==> src/rtl/fetch_pkg.sv <==
// fetch_pkg: shared state encoding and default opcode constants for the fetch sequencer
package fetch_pkg;
  typedef enum logic [2:0] {
    IDLE,
    FETCH_OP,
    FETCH_VAL,
    DECODE,
    ISSUE,
    HALT
  } fetch_state_t;
  localparam logic [7:0] DEFAULT_HALT_OP = 8'hFF;
endpackage

==> src/rtl/ir_com.sv <==
// ir_com: two-byte instruction register, upper byte holds the opcode and lower byte the operand
module ir_com (
  input  logic       clk,
  input  logic       rst,
  input  logic       load_upper,
  input  logic       load_lower,
  input  logic [7:0] data_in,
  output logic [7:0] upper_q,
  output logic [7:0] lower_q
);
  // capture the memory byte into whichever half is being loaded
  always_ff @(posedge clk or posedge rst) begin
    if (rst) begin
      upper_q <= 8'h00;
      lower_q <= 8'h00;
    end else begin
      if (load_upper) upper_q <= data_in;
      if (load_lower) lower_q <= data_in;
    end
  end
endmodule

==> src/rtl/fetch_ctrl.sv <==
// fetch_ctrl: two-byte instruction fetch sequencer with PC, memory handshake and execute hand-off
module fetch_ctrl
  import fetch_pkg::*;
#(
  parameter int               ADDR_W   = 8,
  parameter logic [ADDR_W-1:0] RESET_PC = '0,
  parameter logic [7:0]       HALT_OP  = DEFAULT_HALT_OP
) (
  input  logic              clk,
  input  logic              reset,
  input  logic              start,
  output logic              mem_rd,
  output logic [ADDR_W-1:0] mem_addr,
  input  logic              mem_ack,
  input  logic [7:0]        data_in,
  output logic [7:0]        opcode,
  output logic [7:0]        value,
  output logic              instr_valid,
  input  logic              exec_done,
  input  logic              branch_en,
  input  logic [ADDR_W-1:0] branch_addr,
  output logic [ADDR_W-1:0] pc,
  output logic              halted
);
  fetch_state_t      state_q, state_d;
  logic [ADDR_W-1:0] pc_q, pc_d;
  logic              load_upper, load_lower;
  logic              ir_rst;

  assign ir_rst   = !reset;
  assign mem_addr = pc_q;
  assign pc       = pc_q;

  ir_com u_ir (
    .clk       (clk),
    .rst       (ir_rst),
    .load_upper(load_upper),
    .load_lower(load_lower),
    .data_in   (data_in),
    .upper_q   (opcode),
    .lower_q   (value)
  );

  // state and program counter registers, cleared immediately on reset
  always_ff @(posedge clk or negedge reset) begin
    if (!reset) begin
      state_q <= IDLE;
      pc_q    <= RESET_PC;
    end else begin
      state_q <= state_d;
      pc_q    <= pc_d;
    end
  end

  // next-state, PC update and the one-hot byte load strobes
  always_comb begin
    state_d     = state_q;
    pc_d        = pc_q;
    mem_rd      = 1'b0;
    load_upper  = 1'b0;
    load_lower  = 1'b0;
    instr_valid = 1'b0;
    halted      = 1'b0;
    case (state_q)
      IDLE: state_d = start ? FETCH_OP : IDLE;
      FETCH_OP: begin
        mem_rd = 1'b1;
        if (mem_ack) begin
          load_upper = 1'b1;
          pc_d       = pc_q + ADDR_W'(1);
          state_d    = FETCH_VAL;
        end
      end
      FETCH_VAL: begin
        mem_rd = 1'b1;
        if (mem_ack) begin
          load_lower = 1'b1;
          pc_d       = pc_q + ADDR_W'(1);
          state_d    = DECODE;
        end
      end
      DECODE: state_d = (opcode == HALT_OP) ? HALT : ISSUE;
      ISSUE: begin
        instr_valid = 1'b1;
        if (exec_done) begin
          pc_d    = branch_en ? branch_addr : pc_q;
          state_d = FETCH_OP;
        end
      end
      HALT: halted = 1'b1;
      default: state_d = IDLE;
    endcase
  end
endmodule
==> config.mk <==
export PLATFORM = sky130hd
export DESIGN_NAME = fetch_ctrl
export DESIGN_NICKNAME = d
export VERILOG_FILES = /design/src/rtl/fetch_pkg.sv /design/src/rtl/ir_com.sv /design/src/rtl/fetch_ctrl.sv
export SDC_FILE = /design/constraint.sdc
export NUM_CORES = 1
export LEC_CHECK = 0
export CAP_MARGIN = 0
export CORE_ASPECT_RATIO = 0.5
export CORE_UTILIZATION = 38
export DETAILED_ROUTE_END_ITERATION = 8
export GPL_ROUTABILITY_DRIVEN = 0
export PLACE_DENSITY = 0.75
export SYNTH_ARGS = -nofsm -noshare
export SYNTH_HDL_FRONTEND = slang
export SYNTH_SLANG_ARGS = --single-unit
==> constraint.sdc <==
create_clock -name clk -period 1.4 [get_ports clk]
set_input_delay 0.35 -clock clk [delete_from_list [all_inputs] [get_ports clk]]
set_output_delay 0.35 -clock clk [all_outputs]
set_load 0.05 [all_outputs]
Word-level counts from Yosys, hierarchy flattened
Cells that the tools add are included.
Storage, ports and cells
  register bits: 27
  word-level logic and storage cells: 38
Cells by class
  add/subtract/negate cells: 1
  eq/ne operators: 11
  muxes and demuxes: 16
  bitwise logic cells: 1
  reduce and logical (&&, ||, !) cells: 5
Operator list (number)
  $mux W8: 3
  $pmux W3 S6: 1
  $pmux W8 S2: 1
  $mux W3: 3
  $add A8 B1 Y8 const B: 1
  $eq A8 B8 Y1 const B: 1
  $mux W1: 8
  $ne A2 B2 Y1 const B: 4
  $reduce_and A4 Y1: 2
  $eq A3 B2 Y1 const B: 2
  $eq A3 B3 Y1 const B: 2
  $eq A3 B1 Y1 const B: 1
  $logic_not A3 Y1: 1
  $ne A2 B1 Y1 const B: 1
  $reduce_bool A2 Y1: 1
  $reduce_or A2 Y1: 1
  $not A1 Y1: 1

Depth between registers and ports, before layout
  word-level depth: 4
  depth in mapped cells: 7

Hierarchy
Synthesis repeated with hierarchy kept, for this count alone.
Unflattened totals
  cell total of the unflattened synthesis: 132
  area, all modules: 1506.4 µm²
By module, submodules not included
  fetch_ctrl: times used 1, cells each 97, area an instance 839.6 µm², sequential area each 275.3 µm²
  ir_com: times used 1, cells each 35, area an instance 666.9 µm², sequential area each 400.4 µm²

Worst setup path before layout
OpenSTA, ideal clock, no wires.
  kind: register -> output
  from: register state_q[1]
  to: output mem_rd
  arrival: 1.511 ns
  required time: 1.050 ns
  slack: -0.461 ns
  stages on the path, launching flop included: 4
  cell sequence: dfrtp_1 -> clkbuf_1 -> nand2b_1 -> a21oi_1
Between the ends
  word-level cells in the longest chain between the ends: 3
  elaborated cells between the ends (all ways): 4
  those cells by class: eq/ne (2); mux (1); reduce/logical (1)
Ends and longest elaborated chain
  start: declaration: line fetch_ctrl.sv:25  | fetch_state_t state_q, state_d;
  start signal: assignment: line fetch_ctrl.sv:50  | state_q <= state_d;
  $eq A3 B2 Y1 / $eq A3 B1 Y1 (equally long branches): line fetch_ctrl.sv:64  | case (state_q)
  $reduce_or A2 Y1 (no source line) (*)
  $mux W1 (*): line fetch_ctrl.sv:64
  end: declaration: line fetch_ctrl.sv:12  | output logic mem_rd,
Every way passes the cells marked *; elsewhere a longest branch is shown, timed or not.

Worst setup path in the final report
  from: register state_q[1]
  to: register pc_q[1] (netlist: mem_addr[1])
Between the ends
  word-level cells in the longest chain between the ends: 4
  elaborated cells between the ends (all ways): 10
  those cells by class: eq/ne (6); mux (1); reduce/logical (3)
Ends and longest elaborated chain
  $eq A3 B2 Y1 / $eq A3 B1 Y1 (equally long branches): line fetch_ctrl.sv:64
  $reduce_or A2 Y1 (no source line)
  $ne A2 B1 Y1 (no source line) / $reduce_bool A2 Y1 (equally long branches)
  $reduce_and A4 Y1 (no source line)
  end signal: assignment: line fetch_ctrl.sv:51  | pc_q <= pc_d;
  end: declaration: line fetch_ctrl.sv:26  | logic [ADDR_W-1:0] pc_q, pc_d;
Parallel ways exist; a longest one is shown, timed or not.
A chain may end at the register's enable or synchronous reset.

==> flow_metrics.py <==
metrics = {
    "die": {
        "coreArea_mm2": 0.00347,
        "die_h_um": 44.8,
        "rows": 15,
        "die_area_mm2": 0.00393,
        "start_util_pct": 40.2,
        "fp.dieW_um": 87.7,
        "io_pins": 57,
    },
    "logic_synthesis": {
        "yosys.area_share.simple_pct": 13.9,
        "muxShareOfSynthArea_pct": 14.3,
        "synth.distinct_cells": 35,
        "synth-xor-area-share_pct": 0.628,
        "ys.flop_type": "dfrtp_1",
        "synth_edf_count": 0,
        "async_reset_ff_share_pct": 100,
        "synth-compound-area-share_pct": 13.4,
        "avgSynthCellArea_um2": 10.8,
        "netlist_top_cells_count": "dfrtp_1 (27), mux2_2 (16), a21oi_1 (11), buf_4 (11), nand2_1 (9)",
        "ys_seq_area_share_pct": 48.4,
        "ys_seq_elements": 27,
        "synth-adder-area-share_pct": 0.897,
        "yosysTopAreaCell": "dfrtp_1",
        "yosysWarnings": 0,
        "syn_nets": 152,
        "synth_top_family_by_area": "multiplexers",
        "synth_top_area_share_pct": 48.4,
        "synth.area.top_cells": "dfrtp_1 (48%), mux2_2 (13%), buf_4 (5.9%)",
        "synthCells": 129,
        "yosys.cell_count.top_type": "dfrtp_1",
        "syn_area_mm2": 0.00140,
    },
    "setup_path": {
        "slowest_stage": "dfrtp_1",
        "path_max_fanout": 5,
        "crit_chain": "or3b_4 -> inv_4 -> buf_6 -> a311o_1 -> nor2_1 -> a31oi_1",
        "slowest_delay_ps": 450,
        "worstPathRequired_ps": 1600,
        "cp-start-kind": "flop",
        "crit_path_end_kind": "flop",
        "worst_ep_arrival_time_ps": 1980,
        "critPathKind": "reg2reg",
    },
    "sta": {
        "fin_crit_sh_pct": 127,
        "worst_clock_skew_ps": 8.62,
        "layout_min_cycle_time_ps": 1780,
        "relSlewSlack_pct": 72.4,
        "setup_slack_ps": -382,
        "fin_setup_tns_ps": -7720,
        "worst_pin_slew_ps": 411,
        "finalHoldViolations": 0,
        "rsz0062_at_grt": "true",
        "max_freq_mhz": 561,
        "setup_viol": 28,
        "final_max_slew_viol_count": 0,
    },
    "detailed_routing": {
        "ant_nets": 0,
        "via_per_inst": 5.77,
        "route.vias.total": 1529,
        "wl_per_cell_um": 21.2,
        "drc": 0,
        "wl_um": 5610,
        "drt_iter0_markers": 73,
        "firstDrtPassIters": 4,
    },
    "hold_path": {
        "hold_path_class": "in2async",
    },
    "global_routing": {
        "grt_pass1_vias": 1449,
        "grt_max_degree": 28,
        "antenna_found_initial": 0,
        "grt.total_usage_pct": 27.1,
        "grt_pass1_wl_um": 7630,
        "grt_overflow": 0,
    },
    "clock_network": {
        "ctsRootBufferMaster": "clkbuf_8",
        "cts_tree": "yes",
        "clock-sinks": 27,
        "ctsHtreeMaxLevel": 1,
        "cts_buffer_depth": 2,
        "numCtsBuffers": 3,
        "insertion_delay_ps": 280,
        "clk_pin_slew_ps": 100,
    },
    "outcome": {
        "violations": "setup timing",
        "status": "complete, but fails checks",
    },
    "placed_design": {
        "postPlaceCellArea_mm2": 0.00248,
        "preCtsSetupSlack_ps": -563,
        "dp_hpwl_um": 2870,
        "numPortBuffers": 56,
    },
    "flow_run": {
        "cap_violations": 0,
    },
    "cells_and_area": {
        "final_net_count": 238,
        "final_layout_size_suffix_gt1_share_pct": 58.9,
        "area_growth_syn_to_layout_pct": 111,
        "design_area_mm2": 0.00294,
        "antenna_cells": 0,
    },
}
==> registers in the layout, indices dropped and copies added, names as in the netlist <==
register / cells
u_ir.upper_q: 8
mem_addr: 8
u_ir.lower_q: 8
state_q: 3
==> through the flow <==
stage / util, % / hold WS (ps) / std cells
floorplan: - / 54.4 / 129
global placement: 71.4 / 547 / 241
detailed placement: 71.4 / 562 / 241
CTS: 81.2 / 411 / 259
global route: 84.8 / 413 / 265
finish: 84.8 / 409 / 265
==> final timing paths <==
kind	cells after the start	startpoint	endpoint	slack, ps
setup / recovery	6	state_q[1]$_DFFE_PN0P_	mem_addr[1]$_DFFE_PN0P_	-380
hold reg to reg	1	u_ir.lower_q[4]$_DFFE_PN0P_	u_ir.lower_q[4]$_DFFE_PN0P_	590
hold / removal	2	reset	u_ir.upper_q[2]$_DFFE_PN0P_	410
setup reg to reg	6	state_q[1]$_DFFE_PN0P_	mem_addr[1]$_DFFE_PN0P_	-380
max in group asynchronous	2	reset	state_q[0]$_DFFE_PN0P_	820
min in group clk	1	u_ir.lower_q[4]$_DFFE_PN0P_	u_ir.lower_q[4]$_DFFE_PN0P_	590
==> layout make-up <==
type / count / area (µm²)
clock buffer: 3 / 41.3
sequential: 27 / 683
timing repair buffer: 95 / 1290
multi-input combinational: 85 / 845
inverter: 3 / 16.3
fill: 164 / 528
clock inverter: 1 / 7.51
tap: 51 / 63.8
==> placed cells by master (no fill, tap or decap), types with 2 or more instances in the layout <==
master	count
mux2i_1	2
buf_4	23
o2bb2ai_1	2
o21ai_1	2
nand2b_1	2
clkdlybuf4s50_1	20
dfrtp_2	6
inv_4	2
nor4_2	2
nand4_1	3
nand2b_4	2
o21ai_0	3
nor2_2	2
buf_12	37
mux2_4	16
dfrtp_1	21
a21oi_1	8
nand2_1	8
a21oi_2	2
nor4bb_4	2
nand3_1	3
o22ai_1	2
clkbuf_8	3
buf_6	13
nor2_1	2
==> layer usage <==
| metal | part of all wire [%] | routed length, µm | track usage, % |
|---|---|---|---|
| met1 | 39 | 2160 | 29.6 |
| met2 | 51 | 2860 | 51.1 |
| met3 | 5.9 | 330 | 5.85 |
| met4 | 4.6 | 256 | 14.4 |
| met5 | 0 | 0 | 0 |
==> worst max-delay path, delay by kind of cell, from the launching register on <==
| family | cells | cell delay (ps) |
|---|---|---|
| AO/OA/AOI/OAI | 2 | 480 |
| AND/OR/NAND/NOR | 2 | 540 |
| flip-flops | 1 | 450 |
| buffers and inverters | 2 | 230 |
==> cell families after synthesis <==
family | count (synthesis)
flip-flops | 27
adder cells (fa/ha/maj) | 1
AND/OR/NAND/NOR | 35
multiplexers | 18
buffers and inverters | 18
XOR/XNOR | 1
AO/OA/AOI/OAI | 29
==> timing repair <==
item | in CTS | in global routing
gates resized for setup | 42 | 18
setup buffers | 13 | 8
cloned | 2 | 0
hold buffers | 0 | 0
setup endpoints to repair | 30 | 36
pin swaps | 7 | 5
Power is left out: the tool's default activity adds up to more than one toggle a clock period on the data nets, which glitch-free logic cannot reach.
==> patch 1 (same flow settings) <==
Re-encode `fetch_state_t` (6 states) as Gray code, 3 bits wide.
--- a/src/rtl/fetch_pkg.sv
+++ b/src/rtl/fetch_pkg.sv
@@ -1,12 +1,12 @@
 // fetch_pkg: shared state encoding and default opcode constants for the fetch sequencer
 package fetch_pkg;
   typedef enum logic [2:0] {
-    IDLE,
-    FETCH_OP,
-    FETCH_VAL,
-    DECODE,
-    ISSUE,
-    HALT
+    IDLE      = 3'b000,
+    FETCH_OP  = 3'b001,
+    FETCH_VAL = 3'b011,
+    DECODE    = 3'b010,
+    ISSUE     = 3'b110,
+    HALT      = 3'b111
   } fetch_state_t;
   localparam logic [7:0] DEFAULT_HALT_OP = 8'hFF;
 endpackage
Formal check against the unedited RTL: same outputs for any inputs over 10 cycles, from zero or initial values and one cycle with reset low; not proved beyond that.
==> patch 1 against the unedited design <==
The run still ends with negative setup slack left; global-route usage decreased by 6.7 points; cell count shrank 7.2%; setup slack improved by 0.25 ns; sequential cell count unchanged; wire length down 31%; count of clock-buffer cells in the layout unchanged; critical path depth fell by 1; area after synthesis increased by 1.1%; final area down 8.4%; core utilization shrank 7.5 points; maximum frequency up 16%; critical path type unchanged; largest cell class unchanged; highest routed layer unchanged.
Power is not shown: default switching activity piles up to over one toggle a cycle in this logic, so the estimate is an artifact.
==> patch 1: results (changes against the unedited design) <==
* All-Layer GR Usage at 20.4% (was 27.1%)
* Syn Nets at 145 (was 152)
* ANT cells at 0 (unchanged)
* First-pass GRT wire length at 5960 um (was 7630 um)
* Vias at 1235 (was 1529)
* DR top layer: met4 (unchanged)
* Top post-synthesis cells by area: dfrtp_1 48%, mux2_4 8.5%, mux2_2 6.4% (was dfrtp_1 48%, mux2_2 13%, buf_4 5.9%)
* Met3 usage at 4.39% (was 5.85%)
* Largest net degree at the start of global routing at 28 (unchanged)
* Initial antenna violation count at 0 (unchanged)
* Met2 Use GR at 38.9% (was 51.1%)
* HPWL after DPL at 2720 um (was 2870 um)
* WL met2 at 2120 um (was 2860 um)
* Worst EP arrival at 1.71 ns (was 1.98 ns)
* Clock transition at path regs at 0.10 ns (about the same)
* WHS at 0.408 ns (was 0.409 ns)
* Yosys Warn Count at 0 (unchanged)
* Clock root buffer master: clkbuf_8 (unchanged)
* Worst hold path type: primary input to async pin (unchanged)
* Worst skew pair latency at 0.28 ns (about the same)
* Final setup margin at -0.137 ns (was -0.382 ns)
* I/O Buffers at 56 (unchanged)
* Synth top cells by count: 27 x dfrtp_1, 10 x a21oi_1, 9 x buf_4 (was 27 x dfrtp_1, 16 x mux2_2, 11 x a21oi_1, 11 x buf_4, 9 x nand2_1)
* Drt pass-1 iters at 4 (unchanged)
* Final setup viols at 19 (was 28)
* Final WL at 3880 um (was 5610 um)
* Share of post-route cells with drive strength above 1 at 55.4% (was 58.9%)
* Register area share after synthesis at 47.9% (was 48.4%)
* Count of different cell masters after synthesis at 37 (was 35)
* GRT met1 Usage at 24.5% (was 29.6%)
* DRT met1 WL at 1600 um (was 2160 um)
* CTS max path bufs at 2 (unchanged)
* Clock Skew at 0.00449 ns (was 0.00862 ns)
* Htree depth at 1 (unchanged)
* Status: finished, violations left (unchanged)
* Failing checks: negative setup slack (unchanged)
* Num CTS Buffers at 3 (unchanged)
* Slew margin rel. at 78.9% (was 72.4%)
* Final nets at 219 (was 238)
* Met3 routed WL at 134 um (was 330 um)
* Critical path peak fanout at 8 (was 5)
* DR iter-0 viols at 43 (was 73)
* Async S/R FF share, synth at 100% (unchanged)
[patch 1: changes by cell type in the layout (fill, tap and decap cells not counted), sizes merged, moves of 2 or more]
| cell | before | now |
|---|---|---|
| nor4 | 3 | 0 |
| a41o | 0 | 2 |
| o2bb2ai | 2 | 0 |
| nand2b | 4 | 1 |
| buf | 74 | 59 |
| o21ai | 6 | 8 |
| a311o | 2 | 0 |
| and3 | 0 | 2 |
| nor4bb | 2 | 0 |
| nor2b | 0 | 3 |
[patch 1: through the flow]
step,setup TNS (ns),setup slack [ns],std cells,area (um2)
after global routing,-2.95,-0.178,246,2700
after detailed placement,-10.69,-0.507,234,2450
after floorplan,-0.728,-0.0826,122,1420
after global placement,-9.05,-0.400,234,2450
final,-1.86,-0.137,246,2700
after CTS,-1.54,-0.119,244,2640
[patch 1: final timing paths]
| path | start | to | cells after the start |
|---|---|---|---|
| setup / recovery | state_q[2]$_DFFE_PN0P_ | u_ir.upper_q[1]$_DFFE_PN0P_ | 5 |
| hold / removal | reset | mem_addr[2]$_DFFE_PN0P_ | 2 |
| setup reg to reg | state_q[2]$_DFFE_PN0P_ | u_ir.upper_q[1]$_DFFE_PN0P_ | 5 |
| hold reg to reg | mem_addr[2]$_DFFE_PN0P_ | mem_addr[2]$_DFFE_PN0P_ | 2 |
| max in group asynchronous | reset | mem_addr[0]$_DFFE_PN0P_ | 2 |
| min in group clk | mem_addr[2]$_DFFE_PN0P_ | mem_addr[2]$_DFFE_PN0P_ | 2 |
[patch 1: cell families (layout without fill, tap and decap cells)]
group | after synthesis | count (layout) | synth area share [%]
adder cells (fa/ha/maj) | 1 | 1 | 0.887
AND/OR/NAND/NOR | 34 | 34 | 13.5
flip-flops | 27 | 27 | 47.9
AO/OA/AOI/OAI | 29 | 30 | 14.8
multiplexers | 17 | 17 | 15.6
buffers and inverters | 14 | 86 | 7.27
[patch 1: what timing repair did]
item	4_1_cts	5_1_grt
resized for setup	21	14
pin swaps	2	6
gates cloned	1	0
setup buffers	5	2
setup endpoints to repair	28	34
hold buffers	0	0
[patch 1: layout make-up]
type | instances | area [um2]
Tap cell | 51 | 63.8
Inverter | 2 | 10.0
Clock inverter | 1 | 8.76
Multi-Input combinational cell | 82 | 742
Timing Repair Buffer | 80 | 1150
Clock buffer | 3 | 41.3
Fill cell | 221 | 793
Sequential cell | 27 | 683
[patch 1: worst max-delay path: stages (launching register included)]
cell and delay, ns:
dfrtp_1 0.40, buf_6 0.13, and3b_2 0.28, nor2b_4 0.18
buf_12 0.14, mux2_4 0.30
==> patch 2 (same flow settings) <==
Without the edit above. Set the parameter `ADDR_W` to 9 (it was 8).
--- a/src/rtl/fetch_ctrl.sv
+++ b/src/rtl/fetch_ctrl.sv
@@ -2,7 +2,7 @@
 module fetch_ctrl
   import fetch_pkg::*;
 #(
-  parameter int               ADDR_W   = 8,
+  parameter int               ADDR_W   = 9,
   parameter logic [ADDR_W-1:0] RESET_PC = '0,
   parameter logic [7:0]       HALT_OP  = DEFAULT_HALT_OP
 ) (
Interface: changed (resized branch_addr, mem_addr and pc); port bits go from 57 to 60. The function was not compared with the original's and may differ.
==> patch 2 against the unedited design <==
Wire length down 18%; count of clock-buffer cells in the layout unchanged; final area up 1.5%; the run still ends with negative setup slack left; area after synthesis up 7.1%; non-clock buffer count unchanged; die area up 6.8%; hold slack better by 0.011 ns; sequential cell count up 1; setup slack better by 0.0054 ns.
Power is not shown: default switching activity piles up to over one toggle a cycle in this logic, so the estimate is an artifact.
==> patch 2: results (changes against the unedited design) <==
* Reg-to-reg slack, setup at -0.33 ns (was -0.38 ns)
* Worst r2r src: state_q[0]$_DFFE_PN0P_ (was state_q[1]$_DFFE_PN0P_)
* Slowest CP cell: dfrtp_1 (unchanged)
* First-pass GRT wire length at 7230 um (was 7630 um)
* Count of different cell masters after synthesis at 41 (was 35)
* Yosys Warn Count at 0 (unchanged)
* Vias at 1430 (was 1529)
* CTS max path bufs at 2 (unchanged)
* Num CTS Buffers at 3 (unchanged)
* I/O Buffers at 59 (was 56)
* Final setup margin at -0.376 ns (was -0.382 ns)
* Register area share after synthesis at 46.9% (was 48.4%)
* Critical path peak fanout at 4 (was 5)
* Vias per Instance at 5.28 (was 5.77)
* Status: finished, violations left (unchanged)
* Clock Skew at 0.00441 ns (was 0.00862 ns)
* Top post-synthesis cells by area: dfrtp_1 47%, mux2_1 8.3%, buf_4 5.0% (was dfrtp_1 48%, mux2_2 13%, buf_4 5.9%)
* Clock root buffer master: clkbuf_8 (unchanged)
* ANT cells at 0 (unchanged)
* Clock transition at path regs at 0.10 ns (about the same)
* Critical path class: flop to output pin (was flop to flop)
* DP Worst Slack at -0.652 ns (was -0.563 ns)
* Tightest Pin Transition at 0.398 ns (was 0.411 ns)
* Largest net degree at the start of global routing at 29 (was 28)
* Synth top cells by count: 28 x dfrtp_1, 11 x mux2_1, 10 x buf_4 (was 27 x dfrtp_1, 16 x mux2_2, 11 x a21oi_1, 11 x buf_4, 9 x nand2_1)
* Initial antenna violation count at 0 (unchanged)
* Worst r2r path cells at 7 (was 6)
* Htree depth at 1 (unchanged)
* Setup tns final at -7.06 ns (was -7.72 ns)
* Crit path to: instr_valid (was mem_addr[1]$_DFFE_PN0P_)
* Drt pass-1 iters at 4 (unchanged)
* All-Layer GR Usage at 23.3% (was 27.1%)
* DR iter-0 viols at 48 (was 73)
* Worst skew pair latency at 0.28 ns (about the same)
* Post-Synthesis Cells at 138 (was 129)
* Final setup viols at 29 (was 28)
* Top_reg_cell synth: dfrtp_1 (unchanged)
* Share of post-route cells with drive strength above 1 at 53.2% (was 58.9%)
* Number of flip-flops in the largest register at 9
* Number of synthesized flops with an enable pin at 0 (unchanged)
* Async S/R FF share, synth at 100% (unchanged)
* Failing checks: negative setup slack (unchanged)
* Final WL at 4610 um (was 5610 um)
* Worst hold path type: primary input to async pin (unchanged)
* CP peak stage delay at 0.44 ns
* Final nets at 245 (was 238)
* Area post-placement at 2670 um2 (was 2480 um2)
* Syn Nets at 162 (was 152)
* Worst reg2reg path endpoint: mem_addr[0]$_DFFE_PN0P_ (was mem_addr[1]$_DFFE_PN0P_)
* Worst EP arrival at 1.43 ns (was 1.98 ns)
* HPWL after DPL at 3030 um (was 2870 um)
-- patch 2: changes by cell type in the layout (fill, tap and decap cells not counted), moves of 2 or more --
| cell | before | now |
|---|---|---|
| o21ai_1 | 2 | 5 |
| o32ai_1 | 0 | 2 |
| mux2_4 | 16 | 14 |
| o2bb2ai_1 | 2 | 0 |
| dfrtp_2 | 6 | 2 |
| dfrtp_1 | 21 | 26 |
| mux2_1 | 0 | 2 |
| a21oi_2 | 2 | 7 |
| and3_1 | 0 | 2 |
| nand3_1 | 3 | 6 |
| buf_12 | 37 | 40 |
| a21oi_1 | 8 | 4 |
| buf_6 | 13 | 9 |
-- patch 2: how the worst min path moves through the flow --
stage          slack (ns)                     endpoint                        start
2_1_floorplan        0.05      mem_addr[0]$_DFFE_PN0P_                        reset
3_3_place_gp         0.54  u_ir.lower_q[3]$_DFFE_PN0P_  u_ir.lower_q[3]$_DFFE_PN0P_
3_5_place_dp         0.55  u_ir.lower_q[4]$_DFFE_PN0P_  u_ir.lower_q[4]$_DFFE_PN0P_
4_1_cts              0.43  u_ir.lower_q[4]$_DFFE_PN0P_                        reset
5_1_grt              0.45  u_ir.lower_q[4]$_DFFE_PN0P_                        reset
6_report             0.42  u_ir.lower_q[4]$_DFFE_PN0P_                        reset
-- patch 2: repair_timing --
| action | in CTS | in global routing |
|---|---|---|
| setup endpoints to repair | 30 | 31 |
| cloned | 1 | 0 |
| pin swaps | 5 | 5 |
| resized for setup | 17 | 11 |
| buffers inserted | 12 | 2 |
-- patch 2: area by class of cell --
class                           instances  area [um2]
Fill cell                             177         597
Clock inverter                          1        30.0
Timing Repair Buffer                   95        1320
Inverter                                3        13.8
Clock buffer                            3        41.3
Multi-Input combinational cell         90         815
Tap cell                               51        63.8
Sequential cell                        28         703
-- patch 2: kinds of logic after synthesis --
family                   count (synthesis)  share of synthesized area [%]
AO/OA/AOI/OAI                           35                           16.9
XOR/XNOR                                 1                          0.586
adder cells (fa/ha/maj)                  1                          0.837
buffers and inverters                   20                           8.96
flip-flops                              28                           46.9
multiplexers                            17                           12.7
AND/OR/NAND/NOR                         36                           13.1
-- patch 2: per-layer routing --
layer  part of all wire [%]  GRT usage, %  routed length [um]  up-vias
met2                     52          44.8                2410       42
li1                       -             -                   -      662
met4                   0.82          7.74                  38        0
met5                      0             0                   0        -
met1                     42          27.0                1950      722
met3                    4.6          5.12                 210        4
-- patch 2: critical path: cells and delay by family, from the launching register on --
kind,cells,cell delay [ns]
buffers and inverters,3,0.30
AND/OR/NAND/NOR,1,0.41
flip-flops,1,0.44
